`src/rtl/ctrl_alu_sched.sv`:
```
// Issue scheduler for the control ALU: round-robin two-lane arbiter, S1/S2 registers, mispredict recovery FSM.
// Optional macro CTRL_ALU_SCHED_STATS_EN adds saturating execute / mispredict counters.
module ctrl_alu_sched #(
  parameter int DATA_W       = 32,
  parameter int PC_W         = 32,
  parameter int IMM_W        = 16,
  parameter int OPC_W        = 8,
  parameter int TAG_W        = 5,
  parameter int FLAGS_W      = 8,
  parameter int FLUSH_CYCLES = 2,
  localparam int PKT_W = 2*DATA_W + IMM_W + OPC_W + 2*PC_W + 1 + TAG_W
) (
  input  logic               clk,
  input  logic               reset,
  input  logic               req0_valid_i,
  output logic               req0_ready_o,
  input  logic [PKT_W-1:0]   req0_pkt_i,
  input  logic               req1_valid_i,
  output logic               req1_ready_o,
  input  logic [PKT_W-1:0]   req1_pkt_i,
  output logic [DATA_W-1:0]  alu_data1_o,
  output logic [DATA_W-1:0]  alu_data2_o,
  output logic [IMM_W-1:0]   alu_immd_o,
  output logic [OPC_W-1:0]   alu_opcode_o,
  output logic [PC_W-1:0]    alu_pc_o,
  output logic [PC_W-1:0]    alu_pred_target_o,
  output logic               alu_pred_dir_o,
  input  logic [PC_W-1:0]    alu_result_i,
  input  logic [PC_W-1:0]    alu_nextpc_i,
  input  logic               alu_direction_i,
  input  logic [FLAGS_W-1:0] alu_flags_i,
  output logic               res_valid_o,
  output logic [PC_W-1:0]    res_result_o,
  output logic [PC_W-1:0]    res_nextpc_o,
  output logic               res_direction_o,
  output logic [FLAGS_W-1:0] res_flags_o,
  output logic [TAG_W-1:0]   res_tag_o,
  output logic               redirect_valid_o,
  output logic [PC_W-1:0]    redirect_pc_o,
  output logic [TAG_W-1:0]   redirect_tag_o,
  output logic               busy_o
`ifdef CTRL_ALU_SCHED_STATS_EN
  , output logic [15:0]      stat_exec_o,
  output logic [15:0]        stat_mispred_o
`endif
);

  localparam int PT_LSB  = TAG_W + 1;
  localparam int PC_LSB  = PT_LSB + PC_W;
  localparam int OPC_LSB = PC_LSB + PC_W;
  localparam int IMM_LSB = OPC_LSB + OPC_W;
  localparam int D2_LSB  = IMM_LSB + IMM_W;
  localparam int D1_LSB  = D2_LSB + DATA_W;

  typedef enum logic [1:0] {ST_RUN = 2'd0, ST_REDIRECT = 2'd1, ST_FLUSH = 2'd2} state_t;

  state_t             state_q, state_d;
  logic [3:0]         flush_cnt_q, flush_cnt_d;
  logic               rr_ptr_q, rr_ptr_d;
  logic               s1_valid_q, s1_valid_d;
  logic [PKT_W-1:0]   s1_pkt_q, s1_pkt_d;
  logic               res_valid_q, res_valid_d;
  logic [PC_W-1:0]    res_result_q, res_result_d;
  logic [PC_W-1:0]    res_nextpc_q, res_nextpc_d;
  logic               res_dir_q, res_dir_d;
  logic [FLAGS_W-1:0] res_flags_q, res_flags_d;
  logic [TAG_W-1:0]   res_tag_q, res_tag_d;
  logic [PC_W-1:0]    redir_pc_q, redir_pc_d;
  logic [TAG_W-1:0]   redir_tag_q, redir_tag_d;

  logic               run, gnt_lane, hs, mispred, younger, keep;
  logic [PKT_W-1:0]   in_pkt;
  logic [TAG_W-1:0]   s1_tag, tag_diff;

  assign run      = (state_q == ST_RUN);
  assign gnt_lane = (req0_valid_i ^ req1_valid_i) ? req1_valid_i : rr_ptr_q;
  assign req0_ready_o = run & ~gnt_lane;
  assign req1_ready_o = run & gnt_lane;
  assign hs       = gnt_lane ? (req1_ready_o & req1_valid_i) : (req0_ready_o & req0_valid_i);
  assign in_pkt   = gnt_lane ? req1_pkt_i : req0_pkt_i;
  assign s1_tag   = s1_pkt_q[TAG_W-1:0];
  assign mispred  = s1_valid_q & alu_flags_i[0];

  // Younger than the mispredicting branch: modular distance in [1, half-range - 1].
  assign tag_diff = in_pkt[TAG_W-1:0] - s1_tag;
  assign younger  = (tag_diff != '0) & ~tag_diff[TAG_W-1];
  assign keep     = hs & ~(mispred & younger);

  // S1 payload is cleared when empty so every alu_* port reads 0.
  assign alu_data1_o       = s1_pkt_q[D1_LSB +: DATA_W];
  assign alu_data2_o       = s1_pkt_q[D2_LSB +: DATA_W];
  assign alu_immd_o        = s1_pkt_q[IMM_LSB +: IMM_W];
  assign alu_opcode_o      = s1_pkt_q[OPC_LSB +: OPC_W];
  assign alu_pc_o          = s1_pkt_q[PC_LSB +: PC_W];
  assign alu_pred_target_o = s1_pkt_q[PT_LSB +: PC_W];
  assign alu_pred_dir_o    = s1_pkt_q[TAG_W];

  always_comb begin
    state_d     = state_q;
    flush_cnt_d = flush_cnt_q;
    if (mispred) begin
      state_d = ST_REDIRECT;
    end else begin
      case (state_q)
        ST_REDIRECT: begin
          state_d     = ST_FLUSH;
          flush_cnt_d = 4'(FLUSH_CYCLES - 1);
        end
        ST_FLUSH: begin
          if (flush_cnt_q == 4'd0) state_d = ST_RUN;
          else flush_cnt_d = flush_cnt_q - 4'd1;
        end
        default: state_d = ST_RUN;
      endcase
    end
  end

  always_comb begin
    s1_valid_d   = keep;
    s1_pkt_d     = keep ? in_pkt : '0;
    rr_ptr_d     = hs ? ~gnt_lane : rr_ptr_q;
    res_valid_d  = s1_valid_q;
    res_result_d = res_result_q;
    res_nextpc_d = res_nextpc_q;
    res_dir_d    = res_dir_q;
    res_flags_d  = res_flags_q;
    res_tag_d    = res_tag_q;
    redir_pc_d   = redir_pc_q;
    redir_tag_d  = redir_tag_q;
    if (s1_valid_q) begin
      res_result_d = alu_result_i;
      res_nextpc_d = alu_nextpc_i;
      res_dir_d    = alu_direction_i;
      res_flags_d  = alu_flags_i;
      res_tag_d    = s1_tag;
    end
    if (mispred) begin
      redir_pc_d  = alu_nextpc_i;
      redir_tag_d = s1_tag;
    end
  end

  always_ff @(posedge clk) begin
    if (reset) begin
      state_q      <= ST_RUN;
      flush_cnt_q  <= '0;
      rr_ptr_q     <= 1'b0;
      s1_valid_q   <= 1'b0;
      s1_pkt_q     <= '0;
      res_valid_q  <= 1'b0;
      res_result_q <= '0;
      res_nextpc_q <= '0;
      res_dir_q    <= 1'b0;
      res_flags_q  <= '0;
      res_tag_q    <= '0;
      redir_pc_q   <= '0;
      redir_tag_q  <= '0;
    end else begin
      state_q      <= state_d;
      flush_cnt_q  <= flush_cnt_d;
      rr_ptr_q     <= rr_ptr_d;
      s1_valid_q   <= s1_valid_d;
      s1_pkt_q     <= s1_pkt_d;
      res_valid_q  <= res_valid_d;
      res_result_q <= res_result_d;
      res_nextpc_q <= res_nextpc_d;
      res_dir_q    <= res_dir_d;
      res_flags_q  <= res_flags_d;
      res_tag_q    <= res_tag_d;
      redir_pc_q   <= redir_pc_d;
      redir_tag_q  <= redir_tag_d;
    end
  end

  assign res_valid_o      = res_valid_q;
  assign res_result_o     = res_result_q;
  assign res_nextpc_o     = res_nextpc_q;
  assign res_direction_o  = res_dir_q;
  assign res_flags_o      = res_flags_q;
  assign res_tag_o        = res_tag_q;
  assign redirect_valid_o = (state_q == ST_REDIRECT);
  assign redirect_pc_o    = redir_pc_q;
  assign redirect_tag_o   = redir_tag_q;
  assign busy_o           = s1_valid_q | ~run;

`ifdef CTRL_ALU_SCHED_STATS_EN
  logic [15:0] stat_exec_q, stat_exec_d, stat_mp_q, stat_mp_d;

  always_comb begin
    stat_exec_d = stat_exec_q;
    stat_mp_d   = stat_mp_q;
    if (s1_valid_q && stat_exec_q != 16'hFFFF) stat_exec_d = stat_exec_q + 16'd1;
    if (mispred && stat_mp_q != 16'hFFFF)      stat_mp_d   = stat_mp_q + 16'd1;
  end

  always_ff @(posedge clk) begin
    if (reset) begin
      stat_exec_q <= '0;
      stat_mp_q   <= '0;
    end else begin
      stat_exec_q <= stat_exec_d;
      stat_mp_q   <= stat_mp_d;
    end
  end

  assign stat_exec_o    = stat_exec_q;
  assign stat_mispred_o = stat_mp_q;
`endif

endmodule

```
`config.mk`:
```
export PLATFORM = sky130hd
export DESIGN_NAME = ctrl_alu_sched
export DESIGN_NICKNAME = d
export VERILOG_FILES = /design/src/rtl/ctrl_alu_sched.sv
export SDC_FILE = /design/constraint.sdc
export NUM_CORES = 1
export LEC_CHECK = 0
export ABC_AREA = 1
export CAP_MARGIN = 10
export CORE_AREA = 5 5 253 255
export CTS_BUF_LIST = sky130_fd_sc_hd__clkbuf_8
export CTS_CLUSTER_DIAMETER = 120
export DETAILED_ROUTE_END_ITERATION = 7
export DIE_AREA = 0 0 258 260
export PLACE_DENSITY = 0.46
export SLEW_MARGIN = 15
export SYNTH_ARGS = -nofsm -noshare
export SYNTH_HDL_FRONTEND = slang
export SYNTH_SLANG_ARGS = --single-unit
```
`constraint.sdc`:
```
create_clock -name clk -period 4.9 [get_ports clk]
set_input_delay 0.49 -clock clk [delete_from_list [all_inputs] [get_ports clk]]
set_output_delay 0.49 -clock clk [all_outputs]
set_load 0.005 [all_outputs]
```
---- Yosys cells after proc, flatten, opt, wreduce, memory -nomap -nowiden ----
Cells that the tools add are included.
word-level totals
  flip-flop bits (word level) ............. 282
  input bits .............................. 393
  logic and storage cells ................. 52
  output and inout port bits .............. 273
cells by class
  $add $sub $neg .......................... 2
  reduce and logical (&&, ||, !) cells .... 7
  bitwise gates (word level) .............. 16
  equal/unequal tests ..................... 5
  multiplexer cells ....................... 8
operator list
  kind                                                                    count
  158-bit two-way mux                                                     1
  1-bit bitwise AND                                                       8
  4-bit case mux with 2 select lines                                      1
  1-bit NOT                                                               6
  5-bit nonzero test                                                      1
  5-bit subtractor                                                        1
  4-bit logical NOT                                                       1
  4-bit two-way mux                                                       1
  2-bit != test (second input constant)                                   2
  2-bit case mux with 2 select lines                                      1
  2-bit OR reduction                                                      2
  4-bit by 1-bit subtractor with 4-bit output (second input constant)     1
  1-bit two-way mux                                                       3
  3-bit != test (second input constant)                                   1
  3-bit AND reduction                                                     1
  2-bit by 1-bit equality test with 1-bit output (second input constant)  1
  2-bit equality test (second input constant)                             1
  2-bit logical NOT                                                       1
  2-bit two-way mux                                                       1
  2-bit nonzero test                                                      1
  1-bit bitwise OR                                                        1
  1-bit bitwise XOR                                                       1

---- Longest topological paths before layout ----
  depth in word-level cells ............... 11
  mapped depth ............................ 19
  gate-level depth less buffers ........... 15

---- Worst setup path after synthesis ----
No wires, ideal clock.
  kind .................................... input to register
  start point ............................. input req1_valid_i
  end point ............................... register s1_pkt_q[85]
  arrival time ............................ 2.515 ns
  stages on the path ...................... 18
  path buffers ............................ 4
  setup time .............................. 0.111 ns
  required time ........................... 4.789 ns
  slack ................................... 2.274 ns
  cells stage by stage .................... nand2_1 -> nand2_2 -> nand2_2 -> buf_2 -> buf_2 -> nand2_1 -> o21ai_0 -> ha_1 -> a21oi_1 -> nand3_1 -> nand2_1 -> nor2_1 -> nor2_1 -> nand2_1 -> nand2_2 -> buf_8 -> buf_8 -> nor2_2
between the ends
  cells in the longest elaborated chain, start to end .. 11
  elaborated cells on any way between the ends .. 18
  classes of those cells .................. 1 x add/sub; 3 x mux; 12 x bitwise; 2 x reduce/logical
RTL lines
  what                                                    line  text
  start: declaration                                      18    input logic req1_valid_i,
  1-bit bitwise XOR                                       76    assign gnt_lane = (req0_valid_i ^ req1_valid_i) ? req1_valid_i : rr_ptr_q;
  1-bit two-way mux *                                     76
  158-bit two-way mux *                                   80    assign in_pkt = gnt_lane ? req1_pkt_i : req0_pkt_i;
  named net in_pkt[2]                                     72    logic [PKT_W-1:0] in_pkt;
  5-bit subtractor *                                      85    assign tag_diff = in_pkt[TAG_W-1:0] - s1_tag;
  5-bit nonzero test / 1-bit NOT (equally long branches)  86    assign younger = (tag_diff != '0) & ~tag_diff[TAG_W-1];
  1-bit bitwise AND *                                     86
  1-bit bitwise AND *                                     87    assign keep = hs & ~(mispred & younger);
  1-bit NOT *                                             87
  1-bit bitwise AND *                                     87
  1-bit NOT (no line) *                                   --
  2-bit OR reduction (no line) *                          --
  end signal: assignment                                  163   s1_pkt_q <= s1_pkt_d;
  end: declaration                                        61    logic [PKT_W-1:0] s1_pkt_q, s1_pkt_d;
The timed path passes the listed nets; every way through them passes the cells marked *.
A chain may end at the register's enable or synchronous reset.

---- Worst setup path in the final report ----
  start point ............................. input req1_valid_i
  end point ............................... register s1_pkt_q[150]
Same word-level chain as after synthesis.

==> flow_summary_export.csv <==
group,metric,value,unit
outcome,status,"finished clean",
clock_tree,hold_buffers,0,
synthesis,syn_area_per_cell,8.53,sq um
synthesis,syn_area,0.0122,sq mm
timing,slew_viol_final,0,
synthesis,async_reset_ff_frac,0,
floorplan,die_area,0.0671,sq mm
synthesis,synth_compound_area_frac,0.0577,
timing,rsz0062_at_grt,"false",
worst_setup_path,start_kind,"input pin",
clock_tree,cts.sink_count,282,
placement,place_ws,1.05,ns
global_routing,grt_max_degree,149,
finish,regArea,0.00565,sq mm
timing,slew_headroom,0.196,
synthesis,synth_largest_area_cell,"dfxtp_1",
clock_tree,insertion_delay,0.61,ns
floorplan,core_area,0.0614,sq mm
synthesis,synthMuxAreaShare,0.142,
placement,dp_hpwl,41.1,mm
synthesis,synth_top_family_by_area,"buffers and inverters",
synthesis,yosys_most_used_dff,"dfxtp_1",
synthesis,ys_top_cells_by_area,"dfxtp_1 (46%), mux2_2 (14%), nor2_1 (11%)",
timing,finalCriticalPeriod,3.17,ns
worst_setup_path,cpMostUsedCell,"nand2_1",
global_routing,antenna_found_initial,37,
floorplan,die-height,260,um
synthesis,synth_nets,1827,
floorplan,initial_core_util,0.198,
floorplan,die_width,258,um
timing,fin_skew,0.0196,ns
routing,drc,0,
placement,routabilityCongestion,0.837,
synthesis,ys_seq_area_frac,0.464,
worst_setup_path,r2r.worst_path.cells,14,
clock_tree,cts_resized,0,
synthesis,ys_ff_latch,282,
routing,via_count,10715,
global_routing,grt_overflow,0,
timing,setup_viol,0,
worst_setup_path,r2r_slack,1.76,ns
timing,fin_ws,1.73,ns
worst_setup_path,path_class,"input pin to flop",
worst_setup_path,critPathSlowestCell,"clkdlybuf4s50_1",
worst_hold_path,min_path_type,"input pin to flop",
worst_setup_path,crit_start,"req1_valid_i",
timing,hold_viol,0,
clock_tree,root_buffer,"clkbuf_8",
synthesis,synthCells,1426,
routing,drtIter0Drc,322,
floorplan,rows,91,
timing,tightest_slew,1.21,ns
finish,fin_util,0.316,
clock_tree,clk_pin_slew_worst_paths,0.06,ns
finish,synthToLayoutAreaGrowth,59.5,%
worst_setup_path,critical-path-top-delay-family,"simple AND/OR/NAND/NOR gates",
timing,tns,0,ns
clock_tree,postCtsSetupBuffers,0,
global_routing,grt_pass1_vias,11067,
routing,routed_wl,52.4,mm
finish,fillers,6436,
worst_setup_path,path_depth,15,
routing,drtPass1Iterations,4,
worst_setup_path,rr_endpoint,"s1_pkt_q[150]$_SDFF_PP0_",
synthesis,synth_cell_type_count,26,
worst_setup_path,crit_chain,"clkdlybuf4s50_1 -> nand2_1 -> nand2_2 -> nand2_8 -> o21ai_0 -> ha_1 -> nand2_1 -> nand2_1 -> a21oi_1 -> nand3_1 -> nand2_1 -> nand2_1 -> nand2_8 -> buf_4 -> nor2_1",
worst_setup_path,worst_setup_path_end_kind,"flop",
floorplan,ios,666,
clock_tree,cts_tree,"done",
timing,fmax,315,MHz
worst_setup_path,path_max_fanout,82,
finish,layout-drive-gt1-share,0.130,
power_and_ir_drop,ir_worst_vdd,0.199,mV
clock_tree,cts_made_buffers,53,
worst_setup_path,endpoint,"s1_pkt_q[150]$_SDFF_PP0_",
global_routing,track_usage,0.146,
synthesis,synth-edff-count,0,
worst_setup_path,required,5.37,ns
routing,viasPerCell,3.87,
worst_setup_path,worstPathArrival,3.64,ns
synthesis,synth_warnings,0,
power_and_ir_drop,total_power,6.24,mW
global_routing,grt_pass1_wl,72.9,mm
worst_setup_path,r2r-start,"rr_ptr_q$_SDFFE_PP0P_",
routing,ant_nets,0,
clock_tree,clock_path_buffers,3,
synthesis,post-synth-top-count-cell,"nor2_1",
finish,multiInputGateArea,0.00424,sq mm
synthesis,synth_xor_area_frac,0,
job,max-cap-violations,0,
placement,io_buffers,665,
clock_tree,cts-htree-levels,2,
finish,final_nets,2334,
worst_setup_path,slowest_delay,0.50,ns
worst_setup_path,crit_buf_inv,2,
synthesis,netlist_top_cells_count,"nor2_1 (371), dfxtp_1 (282), inv_1 (188)",
timing,final.period_utilization,0.648,
routing,wl_per_cell,18.9,um
synthesis,synth_adder_area_share,0.00822,
power_and_ir_drop,p_leak,8.20,nW
synthesis,synth.top_cell.area_share,0.464,
synthesis,yosys.area_share.simple,0.138,
power_and_ir_drop,p_per_area,321,mW/mm^2
## tightest hold or removal path, stage by stage
cell	delay, ns
clkdlybuf4s50_1	0.39
nor2_1	0.10
nor2_1	0.05
## power by group
part           switching, mW  total (mW)  internal (mW)
Sequential            0.0774        2.57           2.50
Clock                   1.02        2.29           1.28
Combinational          0.548        1.37          0.824
## layout make-up
class,count,share of cell area
Antenna cell,14,0.00180
Clock buffer,68,0.0482
Clock inverter,20,0.00574
Inverter,189,0.0365
Multi-Input combinational cell,732,0.218
Sequential cell,282,0.291
Tap cell,790,0.0509
Timing Repair Buffer,675,0.347
## flip-flops by register name, indices dropped and copies added, names as in the netlist
register / flops
res_direction_o: 1
res_result_o: 32
redirect_pc_o: 32
res_valid_o: 1
res_flags_o: 8
flush_cnt_q: 4
res_nextpc_o: 32
s1_pkt_q: 158
res_tag_o: 5
redirect_tag_o: 5
rr_ptr_q: 1
res_valid_d: 1
state_q: 2
## stage by stage
step                hold WS (ns)  instance area, sq um  std cells
detailed placement         0.458                 18300       2668
CTS                        0.369                 19400       2756
finish                     0.460                 19400       2770
global placement           0.453                 18300       2668
floorplan                  0.449                 12200       1426
global route               0.406                 19400       2761
## placed cells by master (no fill, tap or decap), drive strengths merged, types with 2 or more instances in the layout
cell type,n
nor3,2
ha,8
diode,14
clkinv,2
mux2,153
clkbuf,68
inv,204
o21ai,121
nor2,381
a21oi,15
clkdlybuf4s50,665
dfxtp,282
nand3,11
buf,10
clkinvlp,2
nand2,35
## logic make-up (layout without fill, tap and decap cells)
logic type / Yosys count / count (layout)
flops: 282 / 282
fa+ha+maj: 8 / 8
mux: 154 / 154
simple gates: 431 / 431
buf+inv: 412 / 952
compound gates: 139 / 139
other cells: 0 / 14
## metal layers
layer | track usage | up-vias | part of all wire
li1 | - | 5263 | -
met1 | 0.142 | 4856 | 0.35
met2 | 0.267 | 465 | 0.51
met3 | 0.0784 | 109 | 0.12
met4 | 0.0439 | 22 | 0.027
met5 | 0 | - | 0.0027
## worst min path at each step
stage | start | to | slack, ns | cells past startpoint
final | alu_flags_i[3] | res_flags_o[3]$_SDFFE_PP0P_ | 0.46 | 3
after floorplan | flush_cnt_q[0]$_SDFFE_PP0P_ | flush_cnt_q[0]$_SDFFE_PP0P_ | 0.45 | 1
after detailed placement | res_flags_o[0]$_SDFFE_PP0P_ | res_flags_o[0]$_SDFFE_PP0P_ | 0.46 | 2
after global placement | res_flags_o[0]$_SDFFE_PP0P_ | res_flags_o[0]$_SDFFE_PP0P_ | 0.45 | 2
after global routing | alu_result_i[7] | res_result_o[7]$_SDFFE_PP0P_ | 0.41 | 3
after CTS | alu_result_i[2] | res_result_o[2]$_SDFFE_PP0P_ | 0.37 | 3
Note: power is estimated with default switching activity, not from simulation.
